===== config.mk =====
export PLATFORM = sky130hd
export DESIGN_NAME = control_unit
export DESIGN_NICKNAME = d
export VERILOG_FILES = /design/src/rtl/cu_pkg.sv /design/src/rtl/control_unit.sv
export SDC_FILE = /design/constraint.sdc
export NUM_CORES = 1
export LEC_CHECK = 0
export ABC_AREA = 1
export ABC_CLOCK_PERIOD_IN_PS = 1950
export BUFFER_PORTS_ARGS = -buffer_cell sky130_fd_sc_hd__buf_2
export CORE_AREA = 2 2 39 41
export CTS_CLUSTER_DIAMETER = 200
export DETAILED_ROUTE_END_ITERATION = 10
export DIE_AREA = 0 0 41 43
export PLACE_DENSITY_LB_ADDON = 0.1
export SYNTH_ARGS = -nofsm -noshare
export SYNTH_HDL_FRONTEND = slang
export SYNTH_SLANG_ARGS = --single-unit

===== constraint.sdc =====
create_clock -name clk -period 1.95 [get_ports clk]
set_input_delay 0.39 -clock clk [delete_from_list [all_inputs] [get_ports clk]]
set_output_delay 0.39 -clock clk [all_outputs]
set_load 0.005 [all_outputs]

===== src/rtl/cu_pkg.sv =====
// cu_pkg: shared definitions for the control unit. The datapath and benches
// import the state enumeration from here.
package cu_pkg;

    typedef enum logic [2:0] {
        RST_SP    = 3'd0,
        RST_PC    = 3'd1,
        FETCH     = 3'd2,
        DECODE    = 3'd3,
        EXECUTE   = 3'd4,
        WRITEBACK = 3'd5
    } cu_state_e;

endpackage : cu_pkg


===== src/rtl/control_unit.sv =====
// control_unit: multi-cycle instruction sequencer. It steps
// RST_SP -> RST_PC -> FETCH -> DECODE -> EXECUTE -> WRITEBACK and produces the
// datapath enables and register load strobes.
//
// Ports
//   clk          rising-edge clock
//   rst          asynchronous active-low reset
//   update_flags decoded instruction updates APSR flags
//   write_rd     decoded instruction writes Rd
//   ig_ex        decoded instruction is skipped
//   br_en        branch taken
//   cu_wr_mem    data-memory write strobe
//   branch       branch in progress
//   new_pc_en    PC source: 1 = vector/branch target, 0 = PC+2
//   cu_decode    datapath decode enable
//   cu_execute   datapath execute enable
//   ld_sp, ld_lr, ld_pc, ld_rd, ld_apsr, ld_ipsr, ild_primask
//                register load strobes
module control_unit
    import cu_pkg::*;
(
    input  logic clk,
    input  logic rst,
    input  logic update_flags,
    input  logic write_rd,
    input  logic ig_ex,
    input  logic br_en,
    output logic cu_wr_mem,
    output logic branch,
    output logic new_pc_en,
    output logic cu_decode,
    output logic cu_execute,
    output logic ld_sp,
    output logic ld_lr,
    output logic ld_pc,
    output logic ld_rd,
    output logic ld_apsr,
    output logic ld_ipsr,
    output logic ild_primask
);

    cu_state_e state_q;
    cu_state_e state_d;

    // State register
    always_ff @(posedge clk or negedge rst) begin
        if (!rst) begin
            state_q <= RST_SP;
        end else begin
            state_q <= state_d;
        end
    end

    // Next-state logic
    always_comb begin
        state_d = state_q;
        case (state_q)
            RST_SP:    state_d = RST_PC;
            RST_PC:    state_d = FETCH;
            FETCH:     state_d = DECODE;
            DECODE:    state_d = ig_ex ? FETCH : EXECUTE;
            EXECUTE: begin
                // A taken branch wins over a pending Rd write.
                if (br_en) begin
                    state_d = FETCH;
                end else if (write_rd) begin
                    state_d = WRITEBACK;
                end else begin
                    state_d = FETCH;
                end
            end
            WRITEBACK: state_d = FETCH;
            default:   state_d = RST_SP;
        endcase
    end

    // Output decode. All strobes are gated by rst so that nothing fires while
    // reset is held, even though the state register already sits in RST_SP.
    always_comb begin
        cu_wr_mem   = 1'b0;
        branch      = 1'b0;
        new_pc_en   = 1'b0;
        cu_decode   = 1'b0;
        cu_execute  = 1'b0;
        ld_sp       = 1'b0;
        ld_lr       = 1'b0;
        ld_pc       = 1'b0;
        ld_rd       = 1'b0;
        ld_apsr     = 1'b0;
        ld_ipsr     = 1'b0;
        ild_primask = 1'b0;
        if (rst) begin
            case (state_q)
                RST_SP: begin
                    ld_sp       = 1'b1;
                    ld_lr       = 1'b1;
                    ld_ipsr     = 1'b1;
                    ild_primask = 1'b1;
                end
                RST_PC: begin
                    ld_pc     = 1'b1;
                    new_pc_en = 1'b1;
                end
                FETCH: begin
                    ld_pc = 1'b1;
                end
                DECODE: begin
                    cu_decode = 1'b1;
                end
                EXECUTE: begin
                    cu_execute = 1'b1;
                    ld_apsr    = update_flags;
                    if (br_en) begin
                        branch    = 1'b1;
                        ld_pc     = 1'b1;
                        new_pc_en = 1'b1;
                    end else if (!write_rd && !update_flags) begin
                        // Neither Rd nor flags written: the instruction is a store.
                        cu_wr_mem = 1'b1;
                    end
                end
                WRITEBACK: begin
                    ld_rd = 1'b1;
                end
                default: ;
            endcase
        end
    end

endmodule : control_unit


# Word-level counts from Yosys, hierarchy flattened

Index checks and enable logic that the tools add are counted.

Bits in registers: 3
Input bits: 6
Output and inout bits: 12
Word-level logic and storage cells: 37

Equal/unequal tests: 5
Mux-type cells: 25
Reductions and logical operators: 6

Operators with widths:

| cell                                          | number |
|---|---|
| 2-to-1 mux 1 bit                              | 19 |
| one-hot mux 3 bit (5 select lines)            | 1 |
| 2-to-1 mux 3 bit                              | 3 |
| == test 3 x 2 -> 1 bit, second input constant | 2 |
| == test 3 bit, second input constant          | 2 |
| one-hot mux 1 bit (2 select lines)            | 2 |
| OR reduction 2 bit                            | 2 |
| == test 3 x 1 -> 1 bit, second input constant | 1 |
| zero test 3 bit                               | 1 |
| zero test 1 bit                               | 2 |
| logical AND 1 bit                             | 1 |

# Longest topological paths before layout

Gate-level depths: netlist (run 1).

Word-level depth: 6
Depth in mapped cells: 5
Gate-level depth less buffers: 4

# Worst setup path after synthesis (run 1)

OpenSTA, ideal clock, no wires.

Path type: flip-flop to output port
Start: register state_q[0]
End: output port ld_ipsr
Arrival time: 1011 ps
Data required time: 1560 ps
Path slack: 549 ps
Stages on the path, launching flop included: 5
Path buffers: 1
Cell sequence: dfrtp_1 nor2_2 inv_1 nor2_1 buf_4

Cells in the longest elaborated chain, start to end: 3

Ends and longest elaborated chain:

| what                          | RTL line           | RTL |
|---|---|---|
| start, declared               | control_unit.sv:42 | `cu_state_e state_q;` |
| start signal, assigned        | control_unit.sv:50 | `state_q <= state_d;` |
| zero test 3 bit               | n/a                |  |
| 2-to-1 mux 1 bit (2 in a row) | n/a                |  |
| end, declared                 | control_unit.sv:38 | `output logic ld_ipsr,` |

Every way passes these cells.

# Final worst setup path (run 1)

Start: register state_q[0]
End: output port ld_ipsr

Cells in the longest elaborated chain, start to end: 3

Ends and longest elaborated chain:

| what             | RTL line           | RTL |
|---|---|---|
| zero test 3 bit  | control_unit.sv:93 | `case (state_q)` |
| 2-to-1 mux 1 bit | control_unit.sv:93 |  |
| 2-to-1 mux 1 bit | control_unit.sv:92 | `if (rst) begin` |

Every way passes these cells.

==> results.md, run 1 <==
* Status: finished clean
* Ys Warns at 0
* Ys flop type: dfrtp_1
* XOR/XNOR Fraction of Synth Area at 0%
* Unrepaired setup endpoints after global routing: no
* Power per Cell Area at 1160 nW/um^2
* Worst IR Drop VDD at 0.000471 V
* Die width at 41 um
* Max Freq at 597 MHz
* DR vias/cell at 3.92
* Count leader, synth: inv_1
* Worst EP required at 1.56 ns
* Fin crit share at 85.8%
* Avg WL per Cell at 8.49 um
* FP Rows at 14
* R2r setup slk at 1.02 ns
* CTS clk-pin slew, worst paths at 0.04 ns
* CTS tree: yes
* Yosys top cell by area: dfrtp_1
* Worst setup margin at 0.276 ns
* Number of DRC markers in iteration 0 at 2
* Dpl cells at 74
* Longest Clk Path Bufs at 2
* Register area share after synthesis at 28.6%
* Number of global-route vias before repair at 273
* CP startpoint kind: flop
* Crit path kind: reg2out
* Synth Register Bits at 3
* Worst rel slew slack at 85.4%
* Die height at 43 um
* Power Total at 442 uW
* Clock Skews at 0.00231 ns
* Crit path time final at 1.67 ns
* Pre-antenna DRT Iters at 2
* Count of final hold-check violations at 0
* Grt ovf at 0
* Hold_buf cts at 1
* Total Neg Setup Slack at 0 ns
* Reg with most FFs: state_q
* Largest family of logic cells by synthesized area: simple AND/OR/NAND/NOR gates
* Max reg flops at 3
* Htree depth at 1
* Fillers at 172
* Pre-CTS setup slack at 0.408 ns
* Core area at 1380 um^2
* Worst min-delay path class: in2reg
* Layout cells sized above 1 at 34.9%
* Compound-gate portion of the synthesized area at 4.29%
* Area Growth Syn to Fin at 45.2%
* Sequential cell area at 75.1 um^2
* Largest net degree at the start of global routing at 7
* Post-synthesis mux area share at 0%
* CP max stage delay at 0.42 ns
* Resized cells post-CTS at 0
* Ys async rst share at 100%
* Crit-path slowest cell: dfrtp_1
* Post-synth EDFFs at 0
* Post-Synth Simple-Gate Area at 41.4%
* Final core utilization at 27.6%
* Clock Latency Late Sink at 0.23 ns
* Yosys cell types at 11
* DIE AREA at 1760 um^2
* Adder-Cell Fraction of Synth Area at 0%
* Synth Instances at 44
* Crit-path cells: nor2_2 -> inv_1 -> nor2_1 -> buf_2
* CTS root buffer: clkbuf_4
* Post-synth top area share at 28.6%
* Initial Util at 19.0%
* # diodes at 0
* Critical path fanouts, max at 5
* Largest registers: state_q: 3 flops
* Synth area leaders: dfrtp_1 29%, inv_1 17%, nand2_1 13%
* Leakage at 0.000257 uW
* CTS Buf Count at 3
* Port bufs at 17
* Vias at 310
* Actual slew at the worst max-slew pin at 0.218 ns
* Multi-input gate area at 120 um^2
* Final setup viols at 0
* DRC violations left at 0
* Setup Buffers After CTS at 0
* Detailed Route WL at 671 um
* Slew Limit Fails at 0
* Synth top cells by count: 12 x inv_1, 9 x nand2_1, 6 x nand3_1, 6 x nor2_1
* Global-route usage over all layers at 9.13%
* Post-Synthesis Cell Area at 263 um^2
* Syn Nets at 50
* Dpl hpwl at 525 um
* Final nets at 70
* First-pass GRT wire length at 1080 um
* Mean post-synth cell area at 5.97 um^2
* Clk sinks at 3
* Worst EP arrival at 1.28 ns
* # IOs at 18
* Gpl congestion at 0.713
* MaxCap Viol Count at 0
* Antenna-violating nets left at 0
* CP Capture Type: output port
* Initial antenna violation count at 0
* Finished Layout Cells at 79
==> worst max-delay path, delay by kind of cell, from the launching register on <==
kind          cells  cell delay (ns)
flops             1             0.42
buf+inv           2             0.23
simple gates      2             0.39
==> kinds of logic (layout without fill, tap and decap cells) <==
family / Yosys count / in the layout
buf+inv: 15 / 34
simple gates: 24 / 24
flops: 3 / 3
compound gates: 2 / 2
==> path summary, 6_finish.rpt <==
kind	startpoint	to	cells past startpoint
max	state_q[0]$_DFF_PN0_	ld_ipsr	4
min	ig_ex	state_q[2]$_DFF_PN0_	4
max reg2reg	state_q[0]$_DFF_PN0_	state_q[2]$_DFF_PN0_	3
min reg2reg	state_q[2]$_DFF_PN0_	state_q[0]$_DFF_PN0_	1
max in group asynchronous	rst	state_q[1]$_DFF_PN0_	2
min in group asynchronous	rst	state_q[0]$_DFF_PN0_	2
==> area by class of cell <==
cell class | instances | share of cell area, %
well taps | 16 | 5.25
repair buffers | 18 | 24.9
clock buffers | 4 | 6.89
multi-input cells | 26 | 31.5
flip-flops and latches | 3 | 19.7
inverters | 12 | 11.8
==> layer usage <==
layer | GRT usage (%) | wire length (um) | share of wire [%] | vias to the layer above
met1 | 12.2 | 299 | 45 | 134
met2 | 12.8 | 323 | 48 | 10
met3 | 4.71 | 48 | 7.2 | 0
met5 | 0 | 0 | 0 | -
li1 | - | - | - | 166
met4 | 2.00 | 0 | 0 | 0
==> report_power, final <==
group          internal, uW  leakage [uW]  switching [uW]
sequential             91.2     0.0000368            44.5
clock                  76.7     0.0000150            32.5
combinational          86.5      0.000206             111
==> placed cells by master (no fill, tap or decap) <==
cell,n
buf_2,17
inv_1,12
nand2_1,9
nand3_1,6
nor2_1,6
clkbuf_4,3
dfrtp_1,3
nor2_2,1
nand4_1,1
o21ai_0,1
o22ai_1,1
nor3_2,1
clkbuf_1,1
dlygate4sd3_1,1
==> stage by stage <==
| stage | cell area [um^2] | hold WS (ns) |
|---|---|---|
| after floorplan | 263 | 0.0944 |
| after global placement | 345 | 0.204 |
| after detailed placement | 345 | 0.206 |
| after CTS | 382 | 0.473 |
| after global routing | 382 | 0.520 |
| final | 382 | 0.473 |
(Power assumes the default switching activity.)
==> run 2: changes to the inputs <==
Settings changed: ABC_AREA 1 to 0.
==> run 2 against run 1 <==
Net effect: via count down 7.7%; non-clock buffer count unchanged; combinational power down 5%; die area unchanged; register-to-register slack worse by 0.17 ns; global-route usage down 0.091 points; synthesized area up 20%; cell area up 4.9%; maximum frequency down 5.7%; count of clock-buffer cells in the layout unchanged; hold slack better by 0.042 ns; sequential cell count unchanged; critical path type unchanged.
==> results.md, run 2 <==
* Status: finished clean
* Synth Register Bits at 3 (unchanged)
* Final setup viols at 0 (unchanged)
* Worst EP required at 1.56 ns (about the same)
* Max Freq at 563 MHz (-5.7%)
* Vias at 286 (-7.7%)
* Clock Latency Late Sink at 0.23 ns (about the same)
* CTS tree: yes
* Max reg flops at 3 (unchanged)
* P_int at 275 uW (+8.0%)
* Core area at 1380 um^2 (unchanged)
* Post-synth top area share at 23.8% (-4.8 points)
* FP Rows at 14 (unchanged)
* Met3 routed WL at 19 um (-60%)
* Register area share after synthesis at 23.8% (-4.8 points)
* CTS Buf Count at 3 (unchanged)
* Most common cell after layout, fill and taps aside: buf_2
* Htree depth at 1 (unchanged)
* Crit path time final at 1.78 ns (+0.101 ns)
* Fillers at 164 (-4.7%)
* Dpl cells at 61 (-18%)
* Crit path kind: reg2out
* Finished Layout Cells at 66 (-16%)
* MaxCap Viol Count at 0 (unchanged)
* Gate power share at 41.1% (-3.5 points)
* Antenna-violating nets left at 0 (unchanged)
* Sequential cell area at 75.1 um^2 (unchanged)
* CP startpoint kind: flop
* Ys Warns at 0 (unchanged)
* CTS clk-pin slew, worst paths at 0.03 ns (about the same)
* Initial Util at 22.8% (+3.8 points)
* Multi-input gate area at 180 um^2 (+50%)
* Hold Path Depth at 3 (-1)
* Post-synth EDFFs at 0 (unchanged)
* Mean post-synth cell area at 9.27 um^2 (+55%)
* Unrepaired setup endpoints after global routing: no
* CP max stage delay at 0.52 ns (+0.10 ns)
* Synth area leaders: dfrtp_1 24%, buf_6 11%, buf_4 7.1%
* Reg-to-reg endpoint: state_q[0]$_DFF_PN0_
* DP Area at 364 um^2 (+5.4%)
* DR vias/cell at 4.33 (+10%)
* Number of DRC markers in iteration 0 at 5 (+3)
* Port bufs at 17 (unchanged)
* Post-Layout Inst Area at 400 um^2 (+4.9%)
* Number of global-route vias before repair at 257 (-5.9%)
* Reg with most FFs: state_q
* First-pass GRT wire length at 1090 um (+0.65%)
* Min-delay src: ig_ex
* Area Growth Syn to Fin at 27.0%
* M1 wire length at 295 um (-1.3%)
* Yosys cell types at 23 (+12)
* Clock share of power at 23.3% (-1.4 points)
* Crit-path cells: nand2_2 -> mux2_2 -> nor3b_2 -> buf_2
* Final nets at 57 (-19%)
* Seq pwr share at 35.6% (+4.9 points)
* R2r setup slk at 0.85 ns (-0.17 ns)
* Ys flop type: dfrtp_1
* Top sig layer: met4
* Longest Clk Path Bufs at 2 (unchanged)
* Syn Nets at 40 (-20%)
* CTS root buffer: clkbuf_4
* Worst r2r src: state_q[1]$_DFF_PN0_
* R2R cell count at 2 (-1)
* Gpl congestion at 0.745 (+4.6%)
* Die height at 43 um (unchanged)
* Initial antenna violation count at 0 (unchanged)
* Hold path endpoint: state_q[2]$_DFF_PN0_
* Worst EP arrival at 1.39 ns (+0.11 ns)
* Slew Limit Fails at 0 (unchanged)
* Power per Cell Area at 1150 nW/um^2 (-0.87%)
* Detailed Route WL at 665 um (-0.89%)
* Ys async rst share at 100% (unchanged)
* Fin crit share at 91.0% (+5.2 points)
* Worst rel slew slack at 78.1% (-7.3 points)
* Leakage at 0.000204 uW (-21%)
* Setup Buffers After CTS at 0 (unchanged)
* Worst IR Drop VDD at 0.000304 V (-36%)
* Largest registers: state_q: 3 flops
* Crit path buf inv count at 1 (-1)
* Synth top cells by count: 3 x buf_4, 3 x buf_6, 3 x dfrtp_1
* Synth Instances at 34 (-23%)
* Sw frac at 40.3% (-2.2 points)
* CP Capture Type: output port
* Met2 wire length at 333 um (+3.1%)
* # IOs at 18 (unchanged)
* Largest net degree at the start of global routing at 12 (+5)
* # diodes at 0 (unchanged)
* Layout cells sized above 1 at 54.0% (+19 points)
* Grt ovf at 0 (unchanged)
* Die width at 41 um (unchanged)
* Yosys top cell by area: dfrtp_1
* Total Neg Setup Slack at 0 ns (unchanged)
* CP top delay family: flip-flops
* Pre-antenna DRT Iters at 3 (+1)
* Pre-CTS setup slack at 0.407 ns (-0.000527 ns)
* Dpl hpwl at 522 um (-0.50%)
* Actual slew at the worst max-slew pin at 0.329 ns (+0.111 ns)
* Count of final hold-check violations at 0 (unchanged)
* Clock Skews at 0.00204 ns (-0.000264 ns)
* DRC violations left at 0 (unchanged)
* Commonest non-fill, non-tap cells in the layout: 17 x buf_2, 3 x clkbuf_4, 3 x dfrtp_1
* DIE AREA at 1760 um^2 (unchanged)
* Post-Synthesis Cell Area at 315 um^2 (+20%)
* Worst setup margin at 0.175 ns (-0.101 ns)
* Critical path fanouts, max at 11 (+6)
* Clk sinks at 3 (unchanged)
* Global-route usage over all layers at 9.04% (-0.091 points)
* Crit-path slowest cell: dfrtp_1
* Net Switching at 185 uW (-1.4%)
* Avg WL per Cell at 10.1 um (+19%)
* Worst min-delay path class: in2reg
## run 2: cell types whose count changed after synthesis, moves of 2 or more
cell | before | now
nor2_1 | 6 | 2
inv_1 | 12 | 1
nor2b_1 | 0 | 2
and2_1 | 0 | 2
nand3_1 | 6 | 0
a21oi_1 | 0 | 2
buf_6 | 0 | 3
nand2_1 | 9 | 1
## run 2: final cells by class
class                      count  area share (%)
clock buffer                   4            6.56
inverter                       1           0.938
multi-input combinational     24            45.0
sequential                     3            18.8
tap                           16            5.00
timing repair buffer          18            23.8
## run 2: how the worst max path moves through the flow
| stage | startpoint | depth (start not counted) | endpoint | slack (ns) |
|---|---|---|---|---|
| 6_report | state_q[2]$_DFF_PN0_ | 4 | new_pc_en | 0.17 |
| 4_1_cts | state_q[0]$_DFF_PN0_ | 4 | cu_wr_mem | 0.15 |
| 3_5_place_dp | state_q[0]$_DFF_PN0_ | 4 | cu_wr_mem | 0.41 |
| 5_1_grt | state_q[0]$_DFF_PN0_ | 3 | new_pc_en | 0.07 |
| 3_3_place_gp | state_q[0]$_DFF_PN0_ | 4 | cu_wr_mem | 0.41 |
| 2_1_floorplan | state_q[0]$_DFF_PN0_ | 4 | cu_wr_mem | 0.57 |
## run 2: through the flow
| stage | util [%] | hold slack (ns) | power [uW] |
|---|---|---|---|
| floorplan | - | 0.0944 | 356 |
| finish | 28.9 | 0.515 | 460 |
| global route | 28.9 | 0.532 | 505 |
| CTS | 28.9 | 0.510 | 470 |
| detailed placement | 26.3 | 0.225 | 355 |
| global placement | 26.3 | 0.224 | 354 |
## run 2: repair_timing
item	CTS	global route
hold buffers	1	0
hold endpoints to repair	3	0
resized for setup	0	0
## run 2: cells by family after synthesis
kind of cell	synth area share [%]
and+or+nand+nor	38.9
AOI/OAI and AO/OA	14.7
DFF	23.8
muxes	3.57
buffers and inverters	19.0
## run 2: power groups by stage
stage	logic (uW)	registers [uW]	clock network [uW]
2_1_floorplan	253	103	0
3_3_place_gp	191	163	0
3_5_place_dp	190	165	0
4_1_cts	193	164	113
5_1_grt	212	175	118
6_report	189	164	107
## run 2: metal layers
metal | global-route usage [%] | vias up
met2 | 12.5 | 7
met3 | 1.57 | 2
met1 | 12.2 | 130
met5 | 0 | -
li1 | - | 147
met4 | 6.00 | 0
## run 2: worst reg2reg max path: cells and delay by family, from the launching register on
family          cells  cell delay (ns)
compound gates      1             0.14
flops               1             0.47
simple gates        1             0.40
